### src/rtl/gpio_bank.sv
// GPIO bank: WIDTH pins with output/direction registers, synchronised inputs,
// sticky rising/falling edge events and a level interrupt.

module gpio_sync #(
  parameter int SYNC_STAGES = 2
) (
  input  logic clk,
  input  logic reset,
  input  logic pad,
  output logic in_q,
  output logic prev_q
);
  logic [SYNC_STAGES-1:0] chain;

  always_ff @(posedge clk or posedge reset) begin
    if (reset) begin
      chain  <= '0;
      prev_q <= 1'b0;
    end else begin
      chain  <= {chain[SYNC_STAGES-2:0], pad};
      prev_q <= chain[SYNC_STAGES-1];
    end
  end

  assign in_q = chain[SYNC_STAGES-1];
endmodule

module gpio_bank #(
  parameter int WIDTH       = 8,
  parameter int SYNC_STAGES = 2
) (
  input  logic             clk,
  input  logic             reset,
  input  logic             io_wr,
  input  logic             io_rd,
  input  logic [2:0]       io_addr,
  input  logic [15:0]      dout,
  output logic [15:0]      io_din,
  input  logic [WIDTH-1:0] pin_in,
  output logic [WIDTH-1:0] pin_out,
  output logic [WIDTH-1:0] pin_oe,
  output logic             irq
);
  localparam logic [2:0] A_DATA = 3'd0, A_DIR = 3'd1, A_SET = 3'd2, A_CLR = 3'd3,
                         A_TGL = 3'd4, A_RISE = 3'd5, A_FALL = 3'd6, A_EVENT = 3'd7;

  logic [WIDTH-1:0] out_q, dir_q, rise_en_q, fall_en_q, event_q;
  logic [WIDTH-1:0] in_s, prev_s, wdata, ev_clr, ev_new, rd_sel;
  logic [15:0]      rd_ext;

  assign wdata = dout[WIDTH-1:0];

  generate
    if (WIDTH < 16) begin : g_hi
      logic unused_hi;
      assign unused_hi = ^dout[15:WIDTH];
    end
  endgenerate

  gpio_sync #(.SYNC_STAGES(SYNC_STAGES)) u_sync [WIDTH-1:0] (
    .clk    (clk),
    .reset  (reset),
    .pad    (pin_in),
    .in_q   (in_s),
    .prev_q (prev_s)
  );

  // Edges are taken from the pad itself, so driven pins also see their own value.
  assign ev_new = (in_s & ~prev_s & rise_en_q) | (~in_s & prev_s & fall_en_q);
  assign ev_clr = (io_wr && io_addr == A_EVENT) ? wdata : '0;

  always_comb begin
    rd_sel = '0;
    case (io_addr)
      A_DATA:               rd_sel = in_s;
      A_DIR:                rd_sel = dir_q;
      A_SET, A_CLR, A_TGL:  rd_sel = out_q;
      A_RISE:               rd_sel = rise_en_q;
      A_FALL:               rd_sel = fall_en_q;
      default:              rd_sel = event_q;
    endcase
    rd_ext            = '0;
    rd_ext[WIDTH-1:0] = rd_sel;
  end

  always_ff @(posedge clk or posedge reset) begin
    if (reset) begin
      out_q     <= '0;
      dir_q     <= '0;
      rise_en_q <= '0;
      fall_en_q <= '0;
      event_q   <= '0;
      io_din    <= '0;
      irq       <= 1'b0;
    end else begin
      // New event is OR'd after the clear so it wins a same-cycle race.
      event_q <= (event_q & ~ev_clr) | ev_new;
      irq     <= |event_q;
      if (io_rd) io_din <= rd_ext;
      if (io_wr) begin
        case (io_addr)
          A_DATA:  out_q     <= wdata;
          A_DIR:   dir_q     <= wdata;
          A_SET:   out_q     <= out_q | wdata;
          A_CLR:   out_q     <= out_q & ~wdata;
          A_TGL:   out_q     <= out_q ^ wdata;
          A_RISE:  rise_en_q <= wdata;
          A_FALL:  fall_en_q <= wdata;
          default: ;
        endcase
      end
    end
  end

  assign pin_out = out_q;
  assign pin_oe  = dir_q;
endmodule

### config.mk
export PLATFORM = sky130hd
export DESIGN_NAME = gpio_bank
export DESIGN_NICKNAME = d
export VERILOG_FILES = /design/src/rtl/gpio_bank.sv
export SDC_FILE = /design/constraint.sdc
export NUM_CORES = 1
export LEC_CHECK = 0
export CAP_MARGIN = 20
export CORE_MARGIN = 10
export CORE_UTILIZATION = 55
export CTS_BUF_LIST = sky130_fd_sc_hd__clkbuf_8 sky130_fd_sc_hd__clkbuf_16
export DETAILED_ROUTE_END_ITERATION = 8
export GPL_TIMING_DRIVEN = 0
export PLACE_DENSITY = 0.84
export SLEW_MARGIN = 20
export SYNTH_ARGS = -nofsm -noshare
export SYNTH_HDL_FRONTEND = slang
export SYNTH_SLANG_ARGS = --single-unit
### constraint.sdc
create_clock -name clk -period 5.7 [get_ports clk]
set_input_delay 0.57 -clock clk [delete_from_list [all_inputs] [get_ports clk]]
set_output_delay 0.57 -clock clk [all_outputs]
set_load 0.1 [all_outputs]
* Yosys cells after proc, flatten, opt, wreduce, memory -nomap -nowiden
Index checks and enable logic that the tools add are counted.
** Word-level totals
- Word-level logic and storage cells :: 56
- Register bits :: 73
- Input bits :: 31
- Output and inout port bits :: 33
** Cells by class
- Bitwise gates (word level) :: 14
- Muxes and demuxes :: 3
- Reduce and logical (&&, ||, !) cells :: 9
- Eq/ne operators :: 7
** Operators by type and width (count)
- $and A8 B8 Y8 :: 6
- $pmux W8 S5 :: 1
- $not A8 Y8 :: 4
- $pmux W8 S4 :: 1
- $or A8 B8 Y8 :: 3
- $eq A3 B3 Y1 const B :: 4
- $mux W8 :: 1
- $reduce_and A2 Y1 :: 4
- $reduce_or A8 Y1 :: 1
- $xor A8 B8 Y8 :: 1
- $eq A3 B2 Y1 const B :: 2
- $reduce_bool A4 Y1 :: 1
- $eq A3 B1 Y1 const B :: 1
- $logic_not A3 Y1 :: 1
- $reduce_or A3 Y1 :: 1
- $logic_and A1 B1 Y1 :: 1

* Logic depth before layout (Yosys ltp)
Gate-level depths: netlist (run 1).
- Depth in word-level cells :: 6
- Depth in mapped cells :: 6

* By module
Synthesis (run 1) repeated with hierarchy kept, for this count alone.
** Second synthesis, totals
- Cell total of the unflattened synthesis :: 357
- Area total of the unflattened synthesis :: 3599.7 µm²
** By module, submodules not included
- gpio_bank :: cells each 325, seq. area each 1226.2 µm², times used 1, area an instance 2969.1 µm²
- gpio_sync :: cells each 4, seq. area each 75.1 µm², times used 8, area an instance 78.8 µm²

* Worst setup path after synthesis (run 1)
Ideal clock, no wire load.
- Path kind :: flip-flop to flip-flop
- From :: reg out_q[7], in the netlist pin_out[7]
- To :: reg out_q[7], in the netlist pin_out[7]
- Period minus slack after synthesis :: 1.938 ns
- Data arrival time :: 1.815 ns
- Stages on the path, launching flop included :: 6
- Path slack :: 3.762 ns
- Required time :: 5.577 ns
- Cells stage by stage :: dfrtp_1 -> inv_1 -> ha_1 -> nor3b_1 -> o21ai_0 -> a32o_1
** Between the ends
- Cells in the longest elaborated chain, start to end :: 2
- Elaborated cells on any way between the ends :: 4
- Classes of those cells :: 1 x mux; 3 x bitwise
** RTL lines
- start, declared :: RTL line 47 : logic [WIDTH-1:0] out_q, dir_q, rise_en_q, fall_en_q, event_q;
- start signal, assigned :: RTL line 102 : A_DATA: out_q <= wdata;
- start signal, assigned :: RTL line 104 : A_SET: out_q <= out_q | wdata;
- start signal, assigned :: RTL line 105 : A_CLR: out_q <= out_q & ~wdata;
- $xor A8 B8 Y8 (tied with other cells) :: RTL line 106 : A_TGL: out_q <= out_q ^ wdata;
- $pmux W8 S4 * :: RTL line 101 : case (io_addr)
Every way passes the cells marked *; elsewhere a longest branch is shown, timed or not.
A chain may end at the register's enable or synchronous reset.

* Final worst setup path (run 1)
- From :: reg out_q[7], in the netlist pin_out[7]
- To :: out pin_out[7]
** RTL lines
- end, declared :: RTL line 40 : output logic [WIDTH-1:0] pin_out,
No word-level cell between the ends.

==> metrics.md, run 1 <==
| Metric | Value |
|---|---|
| Count of cell types in the netlist | 44 |
| Sequential Power Share | 0.397 |
| Critical path fanouts, max | 5 |
| Die width | 101 um |
| Switch share | 0.399 |
| DR WL/cell | 19.9 um |
| First-pass GRT wire length | 15600 um |
| Comb pwr share | 0.329 |
| Cell Area, Synth | 3610 sq um |
| # hold bufs at CTS | 0 |
| Fin worst setup slack | 3.14 ns |
| TNS Setup | 0 ns |
| Crit-path leading delay family | buffers and inverters |
| Place WS | 3.19 ns |
| Number of cell rows | 29 |
| Yosys reg bits | 73 |
| Initial antenna violation count | 0 |
| Final #Nets | 463 |
| Layout filler cell count | 455 |
| Multi-input gate area | 1550 sq um |
| Layout cell share with drive strength beyond 1 | 0.116 |
| CP endpoint kind | output port |
| Fmax | 0.391 GHz |
| Max_slew headroom | 0.336 |
| Crit-path cells | clkdlybuf4s50_1 |
| Setup violators final | 0 |
| GPL Wtd Cong | 0.919 |
| Crit path DAT | 1.99 ns |
| Worst skew pair latency | 0.36 ns |
| Register Area | 1830 sq um |
| PD cells | 372 nW/um^2 |
| R2R depth | 5 |
| Status | finished, final reports clean |
| Period utilization | 0.449 |
| Worst flop-to-flop path startpoint | pin_out[7] |
| R2R Path End | pin_out[7] |
| Post-synthesis sequential area ratio | 0.505 |
| Share of the synthesized area in the top cell type | 0.505 |
| Total Routed Length | 9890 um |
| WHS Endpoint | u_sync[4].chain[1] |
| Vias per cell | 6.15 |
| Most common cell in the synthesized netlist | dfrtp_1 |
| CP bufs+invs | 1 |
| Critical path startpoint | pin_out[7] |
| Hold_sp | u_sync[4].chain[0] |
| Diode count | 0 |
| Reg clk slew, reported paths | 0.08 ns |
| Clk_skew | 0.0134 ns |
| Clock share of power | 0.274 |
| TritonRoute pass-1 iters | 6 |
| Worst Hold Class | flip-flop to flip-flop |
| Final hold violation count | 0 |
| Crit path kind | flip-flop to output port |
| Met2 WL | 4680 um |
| Slowest cell on crit path | clkdlybuf4s50_1 |
| Hold path depth | 0 |
| Slew Limit Fails | 0 |
| Ys Warns | 0 |
| Resized Gates After CTS | 0 |
| Post-Route M1 WL | 3810 um |
| DR vias | 3064 |
| Drt initial violations | 286 |
| Maximum clock insertion buffer count | 2 |
| Synth area leaders | dfrtp_1 51%, nand2_1 5.6%, ha_1 5.5% |
| Core area | 6350 sq um |
| Area leader, netlist | dfrtp_1 |
| Net Sw Power | 662 uW |
| Asr flop ratio synth | 1.00 |
| Largest net degree at the start of global routing | 48 |
| Fin cells | 498 |
| Root buf cell | clkbuf_8 |
| CP Launch Type | flip-flop |
| Final min period | 2.56 ns |
| Data required, critical path | 5.13 ns |
| CTS sink cnt | 73 |
| Pleak | 2.01 nW |
| Routed Antenna Nets | 0 |
| Die ar. | 10200 sq um |
| PortBufs | 47 |
| DP Cell Count | 482 |
| Avg Synthesized Cell Area | 10.3 sq um |
| Reg-to-reg slack, setup | 4.29 ns |
| Post-synth EDFFs | 0 |
| Peak supply drop | 238 uV |
| Initial Util | 0.569 |
| Io pins | 64 |
| Post-synthesis instance total | 350 |
| Chip height | 101 um |
| H-tree Lvls | 3 |
| P&R area growth vs syn | 23.4% |
| Highest routed layer | met4 |
| GRT Util Overall | 0.195 |
| Top cells by count, synth | 73 x dfrtp_1, 54 x nand2_1, 26 x inv_1 |
| Worst path max stage delay | 1.18 ns |
| Drc violations | 0 |
| Top_reg_cell synth | dfrtp_1 |
| TritonCTS clock tree | built |
| Tightest Pin Transition | 0.993 ns |
| CTS Buf Count | 9 |
| Unrepaired setup endpoints after global routing | false |
| Metal3 WL | 1020 um |
| Cell Int Power | 998 uW |
| Vias in the first global route | 3094 |
| Setup Buffers After CTS | 0 |
| Max_cap viols | 0 |
| Grt ovf | 0 |
| HPWL after detailed placement | 6760 um |
==> worst max-delay path by stage <==
stage | cells after the start | endpoint
after floorplan | 1 | event_q[0]
final | 1 | pin_out[7]
after global routing | 1 | pin_out[7]
after detailed placement | 5 | rise_en_q[7]
after CTS | 1 | pin_out[7]
after global placement | 2 | u_sync[4].chain[0]
==> flip-flops by register name, summed over array words and instances (netlist names) <==
| name | cells |
|---|---|
| pin_out | 8 |
| u_sync.chain | 16 |
| irq | 1 |
| event_q | 8 |
| pin_oe | 8 |
| io_din | 8 |
| fall_en_q | 8 |
| u_sync.prev_q | 8 |
| rise_en_q | 8 |
==> power by group through the flow <==
stage	registers, mW	logic, mW	clock network (mW)
finish	0.659	0.546	0.454
global route	0.668	0.576	0.476
CTS	0.657	0.546	0.455
detailed placement	0.665	0.544	0
global placement	0.663	0.528	0
floorplan	0.881	0.176	0
==> area by class of cell <==
cell class / instances / area share
plain buffers: 25 / 0.0384
clock buffers: 10 / 0.0309
well taps: 77 / 0.0216
repair buffers: 48 / 0.112
flip-flops and latches: 73 / 0.410
multi-input cells: 233 / 0.347
clock inverters: 6 / 0.0188
inverters: 26 / 0.0224
==> metal layers <==
| metal | up-vias | global-route usage |
|---|---|---|
| met3 | 44 | 0.0604 |
| met5 | - | 0 |
| met2 | 199 | 0.306 |
| li1 | 1344 | - |
| met4 | 0 | 0.0890 |
| met1 | 1477 | 0.240 |
==> through the flow <==
| stage | power [mW] | hold slack (ns) | util | cell area [sq um] |
|---|---|---|---|---|
| floorplan | 1.06 | 0.331 | - | 3640 |
| global placement | 1.19 | 0.332 | 0.663 | 4210 |
| detailed placement | 1.21 | 0.337 | 0.667 | 4240 |
| CTS | 1.66 | 0.354 | 0.702 | 4460 |
| global route | 1.72 | 0.359 | 0.702 | 4460 |
| finish | 1.66 | 0.354 | 0.702 | 4460 |
==> layout by cell type (no fill, tap or decap), types with 4 or more instances in the layout <==
cell              n
mux2i_1          11
nand3b_1          9
o31ai_1           5
o21ai_0          23
nor2_1           23
a211o_1           4
dfrtp_1          73
nand2_1          54
clkbuf_8         10
a221oi_1         10
conb_1            8
clkbuf_1          4
a22o_1            5
clkdlybuf4s50_1  47
nor2b_1           4
mux2_2            5
inv_1            27
a211oi_1          4
o211ai_1          9
ha_1             16
buf_2             5
o22ai_1          12
buf_4            13
==> kinds of logic (layout without fill, tap and decap cells) <==
logic type | after synthesis | in the layout | synth area share
simple gates | 110 | 110 | 0.154
compound gates | 80 | 80 | 0.154
flops | 73 | 73 | 0.505
buf+inv | 51 | 115 | 0.0744
mux | 19 | 19 | 0.0554
fa+ha+maj | 16 | 16 | 0.0554
other cells | 1 | 8 | 0.00104
No activity file was read; power rests on OpenSTA's default activity.
==> run 2: changes to the inputs <==
--- a/config.mk
+++ b/config.mk
@@ -7,11 +7,11 @@
 export LEC_CHECK = 0
 export CAP_MARGIN = 20
 export CORE_MARGIN = 10
-export CORE_UTILIZATION = 55
+export CORE_UTILIZATION = 48
 export CTS_BUF_LIST = sky130_fd_sc_hd__clkbuf_8 sky130_fd_sc_hd__clkbuf_16
 export DETAILED_ROUTE_END_ITERATION = 8
 export GPL_TIMING_DRIVEN = 0
-export PLACE_DENSITY = 0.84
+export PLACE_DENSITY = 0.78
 export SLEW_MARGIN = 20
 export SYNTH_ARGS = -nofsm -noshare
 export SYNTH_HDL_FRONTEND = slang
==> constraint.sdc (replaced) <==
create_clock -name clk -period 2.2 [get_ports clk]
set_input_delay 0.22 -clock clk [delete_from_list [all_inputs] [get_ports clk]]
set_output_delay 0.22 -clock clk [all_outputs]
set_load 0.1 [all_outputs]
==> run 2 against run 1 <==
  * Die area increased by 12%
  * Flip-flop and latch count unchanged
  * Combinational power increased to 2.6 times the previous value
  * Non-clock buffer count unchanged
  * Wire length up 2.6%
  * Setup slack worse by 3.1 ns
  * Global-route usage shrank 1.8 points
  * Register-to-register slack got worse by 3.6 ns
  * Utilization is 8.5 points lower
  * Largest power group unchanged
==> metrics.md, run 2 (synthesized netlist as in run 1, its figures left out) <==
| Metric | Value |
|---|---|
| Vias per cell | 5.90 (-4.1%) |
| Routed Antenna Nets | 0 (unchanged) |
| DR WL/cell | 19.5 um (-1.7%) |
| Final hold violation count | 0 (unchanged) |
| Root buf cell | clkbuf_8 |
| Peak supply drop | 475 uV (+100%) |
| Worst path max stage delay | 1.16 ns (-0.02 ns) |
| Die ar. | 11400 sq um (+12%) |
| Layout cell share with drive strength beyond 1 | 0.119 (+0.00238) |
| Chip height | 107 um (+5.6%) |
| Number of cell rows | 31 (+6.9%) |
| Critical path fanouts, max | 2 (-3) |
| Max_slew headroom | 0.342 (+0.00586) |
| Worst Hold Class | input pin to async pin |
| Vias in the first global route | 3177 (+2.7%) |
| Final #Nets | 463 (unchanged) |
| Crit path DAT | 1.91 ns (-0.08 ns) |
| First-pass GRT wire length | 16000 um (+2.8%) |
| Largest net degree at the start of global routing | 46 (-4.2%) |
| GRT Util Overall | 0.178 (-0.0176) |
| Most flops, register | u_sync.chain |
| TritonRoute pass-1 iters | 5 (-1) |
| Final hold slack | 0.204 ns (-0.151 ns) |
| Crit-path leading delay family | buffers and inverters |
| Unrepaired setup endpoints after global routing | false |
| Grt ovf | 0 (unchanged) |
| PortBufs | 47 (unchanged) |
| Clk_skew | 0.00210 ns (-0.0113 ns) |
| Status | finished, final reports clean |
| Max reg flops | 16 (unchanged) |
| CP endpoint kind | output port |
| Slowest cell on crit path | clkdlybuf4s50_1 |
| Fmax | 0.470 GHz |
| TritonCTS clock tree | built |
| DR vias | 3069 (+0.16%) |
| Die width | 107 um (+5.6%) |
| Core area | 7290 sq um (+15%) |
| Crit path kind | flip-flop to output port |
| Slew Limit Fails | 0 (unchanged) |
| Final min period | 2.13 ns |
| GPL Wtd Cong | 0.874 (-4.9%) |
| Diode count | 0 (unchanged) |
| Crit-path cells | clkdlybuf4s50_1 |
| H-tree Lvls | 3 (unchanged) |
| Io pins | 64 (unchanged) |
| Max_cap viols | 0 (unchanged) |
| Design Area, Final | 4500 sq um (+1.0%) |
| Initial antenna violation count | 0 (unchanged) |
| Pleak | 2.09 nW (+3.8%) |
| P&R area growth vs syn | 24.6% |
| Commonest non-fill, non-tap cell in the layout | dfrtp_1 |
| Total Routed Length | 10200 um (+2.6%) |
| Worst flop-to-flop path startpoint | pin_out[7] |
| Drt initial violations | 340 (+19%) |
| R2R Path End | pin_out[7] |
| Period utilization | 0.968 |
| Data required, critical path | 1.98 ns (-3.15 ns) |
| PD cells | 957 nW/um^2 (+160%) |
| Most frequent cells in the layout | 73 x dfrtp_1, 54 x nand2_1, 39 x clkdlybuf4s50_1, 26 x inv_1 |
| Maximum clock insertion buffer count | 2 (unchanged) |
| R2R depth | 5 (unchanged) |
| Reg clk slew, reported paths | 0.07 ns (about the same) |
| CTS sink cnt | 73 (unchanged) |
| Setup violators final | 0 (unchanged) |
| CTS Buf Count | 9 (unchanged) |
| TNS Setup | 0 ns (unchanged) |
| Reg-to-reg slack, setup | 0.71 ns (-3.58 ns) |
| CP Launch Type | flip-flop |
| Drc violations | 0 (unchanged) |
| Tightest Pin Transition | 0.984 ns (-0.00877 ns) |
| CP bufs+invs | 1 (unchanged) |
| Placement Cell Area | 4260 sq um (+0.47%) |
| HPWL after detailed placement | 6850 um (+1.4%) |
| Initial Util | 0.496 (-0.0736) |
| Worst skew pair latency | 0.35 ns (about the same) |
[run 2: layer usage]
metal | share of wire | up-vias | GRT usage
met2 | 0.47 | 211 | 0.295
met3 | 0.10 | 52 | 0.0551
met4 | 0.039 | 0 | 0.0899
met5 | 0 | - | 0
met1 | 0.39 | 1463 | 0.202
li1 | - | 1343 | -
[run 2: report_power, final]
| part | switching (mW) | internal [mW] | total, mW | leakage (nW) |
|---|---|---|---|---|
| Clock | 0.495 | 0.696 | 1.19 | 0.113 |
| Sequential | 0.174 | 1.53 | 1.70 | 0.856 |
| Combinational | 1.03 | 0.387 | 1.41 | 1.12 |
| Total | 1.70 | 2.61 | 4.31 | 2.09 |
[run 2: worst max path at each step]
stage               startpoint         end  cells past startpoint  slack [ns]
floorplan                reset  event_q[0]                      1        0.13
global placement         reset  event_q[1]                      2       -1.05
detailed placement  io_addr[0]   pin_oe[2]                      5        0.02
CTS                 pin_out[4]  pin_out[4]                      1       0.001
global route         pin_oe[5]   pin_oe[5]                      1        0.04
finish               io_din[6]   io_din[6]                      1        0.07
[run 2: area by class of cell]
| type | count | area (sq um) |
|---|---|---|
| flip-flops and latches | 73 | 1830 |
| clock buffers | 11 | 151 |
| clock inverters | 5 | 78.8 |
| inverters | 26 | 100 |
| repair buffers | 48 | 507 |
| plain buffers | 25 | 171 |
| fillers | 619 | 2790 |
| multi-input cells | 233 | 1550 |
| well taps | 99 | 124 |
[run 2: what timing repair did]
item | 4_1_cts | 5_1_grt
setup buffers | 0 | 0
pin swaps | 0 | 0
setup endpoints to repair | 1 | 7
hold buffers | 0 | 0
resized for setup | 1 | 7
[run 2: through the flow]
step / setup WS, ns / utilization / power, mW / instances
4_1_cts: 0.00114 / 0.615 / 4.32 / 520
6_report: 0.0714 / 0.618 / 4.31 / 520
3_5_place_dp: 0.0180 / 0.584 / 3.13 / 504
3_3_place_gp: -1.05 / 0.581 / 3.09 / 503
2_1_floorplan: 0.127 / - / 2.74 / 357
5_1_grt: 0.0376 / 0.618 / 4.49 / 520
